`src/rtl/imm_pkg.sv`:
```
// Shared types for the pipelined RISC-V immediate generator.
// Opcode encodings, the immediate-format enum and the per-lane decode record.
package imm_pkg;

  typedef enum logic [2:0] {
    IMM_NONE = 3'd0,
    IMM_I    = 3'd1,
    IMM_S    = 3'd2,
    IMM_B    = 3'd3,
    IMM_U    = 3'd4,
    IMM_J    = 3'd5
  } imm_type_e;

  localparam logic [6:0] OPC_OP_IMM = 7'b0010011;
  localparam logic [6:0] OPC_LOAD   = 7'b0000011;
  localparam logic [6:0] OPC_JALR   = 7'b1100111;
  localparam logic [6:0] OPC_STORE  = 7'b0100011;
  localparam logic [6:0] OPC_BRANCH = 7'b1100011;
  localparam logic [6:0] OPC_LUI    = 7'b0110111;
  localparam logic [6:0] OPC_AUIPC  = 7'b0010111;
  localparam logic [6:0] OPC_JAL    = 7'b1101111;

  // Every RV immediate fits in 32 bits; widening to XLEN happens at the lane output.
  typedef struct packed {
    logic [31:0] imm;
    imm_type_e   imm_type;
    logic        illegal;
  } imm_lane_t;

  function automatic logic is_known_opcode(input logic [6:0] opc);
    return (opc == OPC_OP_IMM) || (opc == OPC_LOAD)   || (opc == OPC_JALR) ||
           (opc == OPC_STORE)  || (opc == OPC_BRANCH) || (opc == OPC_LUI)  ||
           (opc == OPC_AUIPC)  || (opc == OPC_JAL);
  endfunction

endpackage

```
`src/rtl/imm_decode_lane.sv`:
```
// Combinational single-lane immediate decoder.
// Produces the sign-extended immediate, its format and an unknown-opcode flag.
module imm_decode_lane
  import imm_pkg::*;
#(
  parameter int XLEN = 32
) (
  input  logic            i_vld,
  input  logic [31:0]     i_insn,
  output logic [XLEN-1:0] o_imm,
  output logic [2:0]      o_imm_type,
  output logic            o_illegal
);

  imm_lane_t  w_dec;
  logic [6:0] w_opc;

  assign w_opc = i_insn[6:0];

  always_comb begin
    w_dec          = '0;
    w_dec.imm_type = IMM_NONE;
    if (i_vld) begin
      case (w_opc)
        OPC_OP_IMM, OPC_LOAD, OPC_JALR: begin
          w_dec.imm      = {{20{i_insn[31]}}, i_insn[31:20]};
          w_dec.imm_type = IMM_I;
        end
        OPC_STORE: begin
          w_dec.imm      = {{20{i_insn[31]}}, i_insn[31:25], i_insn[11:7]};
          w_dec.imm_type = IMM_S;
        end
        OPC_BRANCH: begin
          w_dec.imm      = {{19{i_insn[31]}}, i_insn[31], i_insn[7],
                            i_insn[30:25], i_insn[11:8], 1'b0};
          w_dec.imm_type = IMM_B;
        end
        OPC_LUI, OPC_AUIPC: begin
          w_dec.imm      = {i_insn[31:12], 12'b0};
          w_dec.imm_type = IMM_U;
        end
        OPC_JAL: begin
          w_dec.imm      = {{11{i_insn[31]}}, i_insn[31], i_insn[19:12],
                            i_insn[20], i_insn[30:21], 1'b0};
          w_dec.imm_type = IMM_J;
        end
        default: begin
          w_dec.illegal  = ~is_known_opcode(w_opc);
        end
      endcase
    end
  end

  // Signed size cast sign-extends from bit 31 when XLEN is 64.
  assign o_imm      = XLEN'($signed(w_dec.imm));
  assign o_imm_type = w_dec.imm_type;
  assign o_illegal  = w_dec.illegal;

endmodule

```
`src/rtl/imm_gen_pipe.sv`:
```
// Multi-lane immediate generator: per-lane decode feeding a 2-entry registered skid buffer.
// Outputs are taken directly from the head entry; popped or flushed entries are cleared.
module imm_gen_pipe
  import imm_pkg::*;
#(
  parameter int LANES = 2,
  parameter int XLEN  = 32
) (
  input  logic                  clk,
  input  logic                  rst_n,
  input  logic                  flush_i,
  input  logic                  in_valid_i,
  output logic                  in_ready_o,
  input  logic [LANES-1:0]      in_lane_vld_i,
  input  logic [LANES*32-1:0]   in_insn_i,
  output logic                  out_valid_o,
  input  logic                  out_ready_i,
  output logic [LANES-1:0]      out_lane_vld_o,
  output logic [LANES*XLEN-1:0] out_imm_o,
  output logic [LANES*3-1:0]    out_imm_type_o,
  output logic [LANES-1:0]      out_illegal_o
);

  logic [LANES*XLEN-1:0] w_dec_imm;
  logic [LANES*3-1:0]    w_dec_type;
  logic [LANES-1:0]      w_dec_ill;

  for (genvar gi = 0; gi < LANES; gi++) begin : g_lane
    imm_decode_lane #(
      .XLEN (XLEN)
    ) u_dec (
      .i_vld      (in_lane_vld_i[gi]),
      .i_insn     (in_insn_i[gi*32 +: 32]),
      .o_imm      (w_dec_imm[gi*XLEN +: XLEN]),
      .o_imm_type (w_dec_type[gi*3 +: 3]),
      .o_illegal  (w_dec_ill[gi])
    );
  end

  logic [1:0]            r_count;
  logic                  r_wr_ptr;
  logic                  r_rd_ptr;
  logic [LANES-1:0]      r_lane_vld [2];
  logic [LANES*XLEN-1:0] r_imm      [2];
  logic [LANES*3-1:0]    r_type     [2];
  logic [LANES-1:0]      r_ill      [2];

  logic w_push;
  logic w_pop;
  logic w_store;

  assign in_ready_o  = (r_count != 2'd2);
  assign out_valid_o = (r_count != 2'd0);
  assign w_push      = in_valid_i & in_ready_o;
  assign w_pop       = out_valid_o & out_ready_i;
  // Beats with no valid lane complete the handshake but occupy no entry.
  assign w_store     = w_push & (|in_lane_vld_i);

  always_ff @(posedge clk or negedge rst_n) begin
    if (!rst_n) begin
      r_count  <= 2'd0;
      r_wr_ptr <= 1'b0;
      r_rd_ptr <= 1'b0;
    end else if (flush_i) begin
      r_count  <= 2'd0;
      r_wr_ptr <= 1'b0;
      r_rd_ptr <= 1'b0;
    end else begin
      case ({w_store, w_pop})
        2'b10:   r_count <= r_count + 2'd1;
        2'b01:   r_count <= r_count - 2'd1;
        default: r_count <= r_count;
      endcase
      if (w_store) r_wr_ptr <= ~r_wr_ptr;
      if (w_pop)   r_rd_ptr <= ~r_rd_ptr;
    end
  end

  // Popped entries are zeroed so an empty buffer presents reset-valued outputs.
  always_ff @(posedge clk or negedge rst_n) begin
    if (!rst_n) begin
      for (int e = 0; e < 2; e++) begin
        r_lane_vld[e] <= '0;
        r_imm[e]      <= '0;
        r_type[e]     <= '0;
        r_ill[e]      <= '0;
      end
    end else if (flush_i) begin
      for (int e = 0; e < 2; e++) begin
        r_lane_vld[e] <= '0;
        r_imm[e]      <= '0;
        r_type[e]     <= '0;
        r_ill[e]      <= '0;
      end
    end else begin
      for (int e = 0; e < 2; e++) begin
        if (w_pop && (r_rd_ptr == 1'(e))) begin
          r_lane_vld[e] <= '0;
          r_imm[e]      <= '0;
          r_type[e]     <= '0;
          r_ill[e]      <= '0;
        end
        if (w_store && (r_wr_ptr == 1'(e))) begin
          r_lane_vld[e] <= in_lane_vld_i;
          r_imm[e]      <= w_dec_imm;
          r_type[e]     <= w_dec_type;
          r_ill[e]      <= w_dec_ill;
        end
      end
    end
  end

  assign out_lane_vld_o = r_lane_vld[r_rd_ptr];
  assign out_imm_o      = r_imm[r_rd_ptr];
  assign out_imm_type_o = r_type[r_rd_ptr];
  assign out_illegal_o  = r_ill[r_rd_ptr];

endmodule

```
`config.mk`:
```
export PLATFORM = sky130hd
export DESIGN_NAME = imm_gen_pipe
export DESIGN_NICKNAME = d
export VERILOG_FILES = /design/src/rtl/imm_pkg.sv /design/src/rtl/imm_decode_lane.sv /design/src/rtl/imm_gen_pipe.sv
export SDC_FILE = /design/constraint.sdc
export NUM_CORES = 1
export LEC_CHECK = 0
export BUFFER_PORTS_ARGS = -buffer_cell sky130_fd_sc_hd__buf_2
export CAP_MARGIN = 25
export CORE_MARGIN = 1
export CORE_UTILIZATION = 40
export CTS_BUF_LIST = sky130_fd_sc_hd__clkbuf_4
export CTS_CLUSTER_DIAMETER = 30
export CTS_CLUSTER_SIZE = 10
export DETAILED_ROUTE_END_ITERATION = 7
export PLACE_DENSITY = 0.61
export SLEW_MARGIN = 25
export SYNTH_ARGS = -nofsm -noshare
export SYNTH_HDL_FRONTEND = slang
export SYNTH_SLANG_ARGS = --single-unit
```
`constraint.sdc`:
```
create_clock -name clk -period 1.8 [get_ports clk]
set_clock_uncertainty 0.1 [all_clocks]
set_input_delay 0 -clock clk [delete_from_list [all_inputs] [get_ports clk]]
set_output_delay 0 -clock clk [all_outputs]
set_load 0.03 [all_outputs]
```
==> impl_results.html <==
<table>
<tr><th>Metric</th><th>Value</th></tr>
<tr><th colspan="2">Outcome</th></tr>
<tr><td>Result of the run</td><td>finished with violations</td></tr>
<tr><td>Failing checks</td><td>setup timing</td></tr>
<tr><th colspan="2">Global route</th></tr>
<tr><td>Pin count of the biggest net entering global routing</td><td>57</td></tr>
<tr><td>Via count of the first global-routing pass</td><td>about 7200</td></tr>
<tr><td>Global-route wire length before repair</td><td>between 40000 and 50000 microns</td></tr>
<tr><td>Overall global routing resource usage</td><td>0.303</td></tr>
<tr><td>Antenna violations before repair</td><td>1</td></tr>
<tr><td>Global route total overflow</td><td>0</td></tr>
<tr><th colspan="2">Floorplan</th></tr>
<tr><td>Die Wd</td><td>136 microns</td></tr>
<tr><td>Area of the die</td><td>between 15000 and 20000 sq um</td></tr>
<tr><td>Core region area</td><td>~17000 sq um</td></tr>
<tr><td>Floorplan row count</td><td>48</td></tr>
<tr><td>Vertical extent of the die</td><td>about 140 microns</td></tr>
<tr><td>Initial core utilization</td><td>0.414</td></tr>
<tr><td>I/O pin cnt</td><td>about 150</td></tr>
<tr><th colspan="2">Synthesis</th></tr>
<tr><td>Count of yosys warnings during synthesis</td><td>0</td></tr>
<tr><td>Post-synth EDFFs</td><td>0</td></tr>
<tr><td>Share of Yosys cell area claimed by the top area cell type</td><td>0.526</td></tr>
<tr><td>Proportion of synthesized chip area in sequential cells</td><td>0.526</td></tr>
<tr><td>Most common flop cell mapped by yosys</td><td>sky130_fd_sc_hd__dfrtp_1</td></tr>
<tr><td>Mapped cell area</td><td>between 7000 and 8000 sq um</td></tr>
<tr><td>Post-Syn Nets</td><td>about 630</td></tr>
<tr><td>Synthesized instance count</td><td>~560</td></tr>
<tr><td>Post-synthesis sequential element count</td><td>around 150</td></tr>
<tr><td>Top post-synthesis cells by area</td><td>sky130_fd_sc_hd__dfrtp_1 53%, sky130_fd_sc_hd__a221o_1 13%, sky130_fd_sc_hd__mux2_2 12%, sky130_fd_sc_hd__a22o_1 3.9%, sky130_fd_sc_hd__and3_1 1.8%</td></tr>
<tr><td>Most common library cells after synthesis</td><td>152 x sky130_fd_sc_hd__dfrtp_1, 92 x sky130_fd_sc_hd__a221o_1, 74 x sky130_fd_sc_hd__mux2_2, 32 x sky130_fd_sc_hd__a22o_1, 21 x sky130_fd_sc_hd__and3_1</td></tr>
<tr><td>Proportion of synthesized flip-flops having asynchronous set or reset</td><td>1.00</td></tr>
<tr><td>Post-synth cell types</td><td>50</td></tr>
<tr><td>Mean instance size in the synthesized netlist</td><td>12.9 sq um</td></tr>
<tr><td>Cell taking the most area after synthesis</td><td>sky130_fd_sc_hd__dfrtp_1</td></tr>
<tr><td>Leading cell type by number of instances after synthesis</td><td>sky130_fd_sc_hd__dfrtp_1</td></tr>
<tr><th colspan="2">STA</th></tr>
<tr><td>Hold violation total from the final report</td><td>0</td></tr>
<tr><td>Worst Slack Setup Final</td><td>-0.266 ns</td></tr>
<tr><td>Setup repair after global routing missed its margin</td><td>true</td></tr>
<tr><td>Final period utilization</td><td>1.15</td></tr>
<tr><td>Max-Slew Margin vs Limit</td><td>0.408</td></tr>
<tr><td>Worst Max-Slew Pin Slew</td><td>between 0.8 and 0.9 ns</td></tr>
<tr><td>Minimum period implied by the final worst setup slack</td><td>2.07 ns</td></tr>
<tr><td>Setup violations, final</td><td>~220</td></tr>
<tr><td>Number of pins exceeding their max-slew limit in the final report</td><td>0</td></tr>
<tr><td>Maximum frequency from static timing analysis</td><td>roughly 0.48 GHz</td></tr>
<tr><th colspan="2">Detailed routing</th></tr>
<tr><td>Wire per inst</td><td>24.3 microns</td></tr>
<tr><td>Detailed route wirelength on metal3</td><td>between 1500 and 2000 microns</td></tr>
<tr><td>Via density per instance</td><td>6.09</td></tr>
<tr><td>DR WL met2</td><td>around 13000 microns</td></tr>
<tr><td>Detail Route Antenna Nets</td><td>0</td></tr>
<tr><td>1st-iter DRT viols</td><td>681</td></tr>
<tr><td>Top sig layer</td><td>met4</td></tr>
<tr><td>WL met1</td><td>11600 microns</td></tr>
<tr><td>Total wire length</td><td>between 20000 and 30000 microns</td></tr>
<tr><td>Via total after detailed routing</td><td>6837</td></tr>
<tr><td>DR pass1 iterations</td><td>5</td></tr>
<tr><td>Drt drc</td><td>0</td></tr>
<tr><th colspan="2">Clock tree</th></tr>
<tr><td>Clock-pin slew of the registers on the worst-case setup and hold paths</td><td>approximately 0.15 ns</td></tr>
<tr><td>Total CTS buffers</td><td>17</td></tr>
<tr><td>Clock Tree Buf Depth</td><td>2</td></tr>
<tr><td>CTS tree</td><td>done</td></tr>
<tr><td>CTS HTree Levels</td><td>4</td></tr>
<tr><td>Number of clock sinks</td><td>152</td></tr>
<tr><td>Clk Tree Root Cell</td><td>sky130_fd_sc_hd__clkbuf_4</td></tr>
<tr><td>Clock insertion delay at the later pin of the skew report</td><td>0.58 ns</td></tr>
<tr><th colspan="2">Placement</th></tr>
<tr><td>Post-Place Setup Slack</td><td>-0.208 ns</td></tr>
<tr><td>Port Buf Inserts</td><td>roughly 150</td></tr>
<tr><td>Placer congestion estimate</td><td>about 0.85</td></tr>
<tr><td>Instance area after placement</td><td>8500 sq um</td></tr>
<tr><td>Placed wire-length estimate after detailed placement</td><td>around 14000 microns</td></tr>
<tr><th colspan="2">Critical path</th></tr>
<tr><td>Signal arrival time at the worst endpoint</td><td>~2.4 ns</td></tr>
<tr><td>Data required time at the worst endpoint</td><td>roughly 2.2 ns</td></tr>
<tr><td>Crit-path max FO</td><td>10</td></tr>
<tr><td>Setup crit start kind</td><td>flip-flop</td></tr>
<tr><td>Worst Setup End Kind</td><td>flip-flop</td></tr>
<tr><td>Kind of critical path</td><td>reg2reg</td></tr>
<tr><th colspan="2">Finish</th></tr>
<tr><td>Number of nets at the end of the flow</td><td>955</td></tr>
<tr><td>Layout cells sized above 1</td><td>0.477</td></tr>
<tr><td>Fin area</td><td>between 10000 and 15000 sq um</td></tr>
<tr><td>Post-synthesis to final-layout area growth</td><td>64.3%</td></tr>
<tr><th colspan="2">Min path</th></tr>
<tr><td>Class of the most critical hold timing path</td><td>in2reg</td></tr>
<tr><th colspan="2">Flow run</th></tr>
<tr><td># Max-Cap Violations</td><td>0</td></tr>
<tr><th colspan="2">Power and ir drop</th></tr>
<tr><td>Total power divided by cell area</td><td>roughly 630 nW/um^2</td></tr>
<tr><td>Leakage power of the design</td><td>roughly 0.0057 uW</td></tr>
<tr><td>Maximum vdd ir drop</td><td>about 0.36 mV</td></tr>
</table>
-- per-stage QoR --
stage	total power, uW	hold WS, ns	std cells	setup TNS [ns]	util
finish	7440	0.0879	1123	-38.20	0.680
floorplan	3890	-0.396	561	-0.107	-
global route	7670	0.0781	1123	-49.61	0.680
global placement	4250	-0.106	935	-11.32	0.487
CTS	7390	0.0290	1120	-33.54	0.675
detailed placement	4270	-0.0970	935	-15.48	0.487
-- area by class of cell --
type	instances	area [sq um]
fillers	1164	5590
inverters	9	38.8
well taps	225	282
clock inverters	15	178
clock buffers	17	128
repair buffers	346	3990
diodes	1	2.50
multi-input cells	358	3470
flip-flops and latches	152	3810
-- state kept, by name, summed over array words and instances, names as in the netlist --
register	cells
r_imm	128
r_type	12
r_ill	4
r_lane_vld	4
r_count	2
r_rd_ptr	1
r_wr_ptr	1
-- worst paths after layout --
path,start,endpoint,slack [ns],cells past startpoint
setup / recovery,r_count[1]$_DFFE_PN0P_,r_imm[66]$_DFFE_PN0P_,-0.27,10
hold / removal,in_insn_i[47],r_imm[47]$_DFFE_PN0P_,0.09,3
setup reg to reg,r_count[1]$_DFFE_PN0P_,r_imm[66]$_DFFE_PN0P_,-0.27,10
hold reg to reg,r_type[11]$_DFFE_PN0P_,r_type[11]$_DFFE_PN0P_,0.40,1
max in group asynchronous,rst_n,r_imm[50]$_DFFE_PN0P_,0.56,4
min in group asynchronous,rst_n,r_imm[103]$_DFFE_PN0P_,0.35,3
-- placed cells by master, fill, tap and decap left out, types with 8 or more instances in the layout --
cell and count:
sky130_fd_sc_hd__a21oi_1 8, sky130_fd_sc_hd__buf_16 27, sky130_fd_sc_hd__inv_6 8, sky130_fd_sc_hd__a21o_1 9
sky130_fd_sc_hd__a22o_1 32, sky130_fd_sc_hd__buf_2 70, sky130_fd_sc_hd__dfrtp_1 151, sky130_fd_sc_hd__clkbuf_4 17
sky130_fd_sc_hd__buf_4 39, sky130_fd_sc_hd__buf_6 100, sky130_fd_sc_hd__buf_12 28, sky130_fd_sc_hd__dlygate4sd3_1 73
sky130_fd_sc_hd__and3_1 21, sky130_fd_sc_hd__a221o_1 92, sky130_fd_sc_hd__mux2_2 69, sky130_fd_sc_hd__o2bb2ai_2 9
sky130_fd_sc_hd__nor2_1 12
-- critical path: stages, from the launching register on --
cell and delay, ns:
sky130_fd_sc_hd__dfrtp_1 0.41, sky130_fd_sc_hd__nor2b_4 0.14, sky130_fd_sc_hd__inv_6 0.06, sky130_fd_sc_hd__o211a_4 0.19
sky130_fd_sc_hd__buf_6 0.12, sky130_fd_sc_hd__a211oi_4 0.06, sky130_fd_sc_hd__buf_6 0.14, sky130_fd_sc_hd__buf_12 0.12
sky130_fd_sc_hd__buf_8 0.13, sky130_fd_sc_hd__buf_16 0.14, sky130_fd_sc_hd__a221o_1 0.33
-- report_power, final --
group	switching (uW)	internal, uW
Combinational	752	868
Clock	1460	882
Sequential	24.7	3440
-- cell families (layout without fill, tap and decap cells) --
logic type / count (synthesis) / count (layout) / synth area share
buffers and inverters: 52 / 387 / 0.0391
AO/OA/AOI/OAI: 191 / 192 / 0.239
flip-flops: 152 / 152 / 0.526
XOR/XNOR: 3 / 3 / 0.00363
AND/OR/NAND/NOR: 88 / 88 / 0.0763
other: 0 / 1 / 0
multiplexers: 75 / 75 / 0.117
-- per-layer routing --
layer,up-vias,track usage
met5,-,0
met4,0,0.122
met3,77,0.0656
met2,338,0.480
met1,3475,0.402
li1,2947,-
-- timing repair --
action                                  in CTS  in global routing
endpoints found under the setup margin     222                224
hold buffers                                73                  0
gates cloned                                31                  5
pin swaps                                   69                 44
endpoints found under the hold margin      299                  0
resized for setup                          268                 27
setup buffers                               51                  3
No activity file was read; power rests on OpenSTA's default activity.
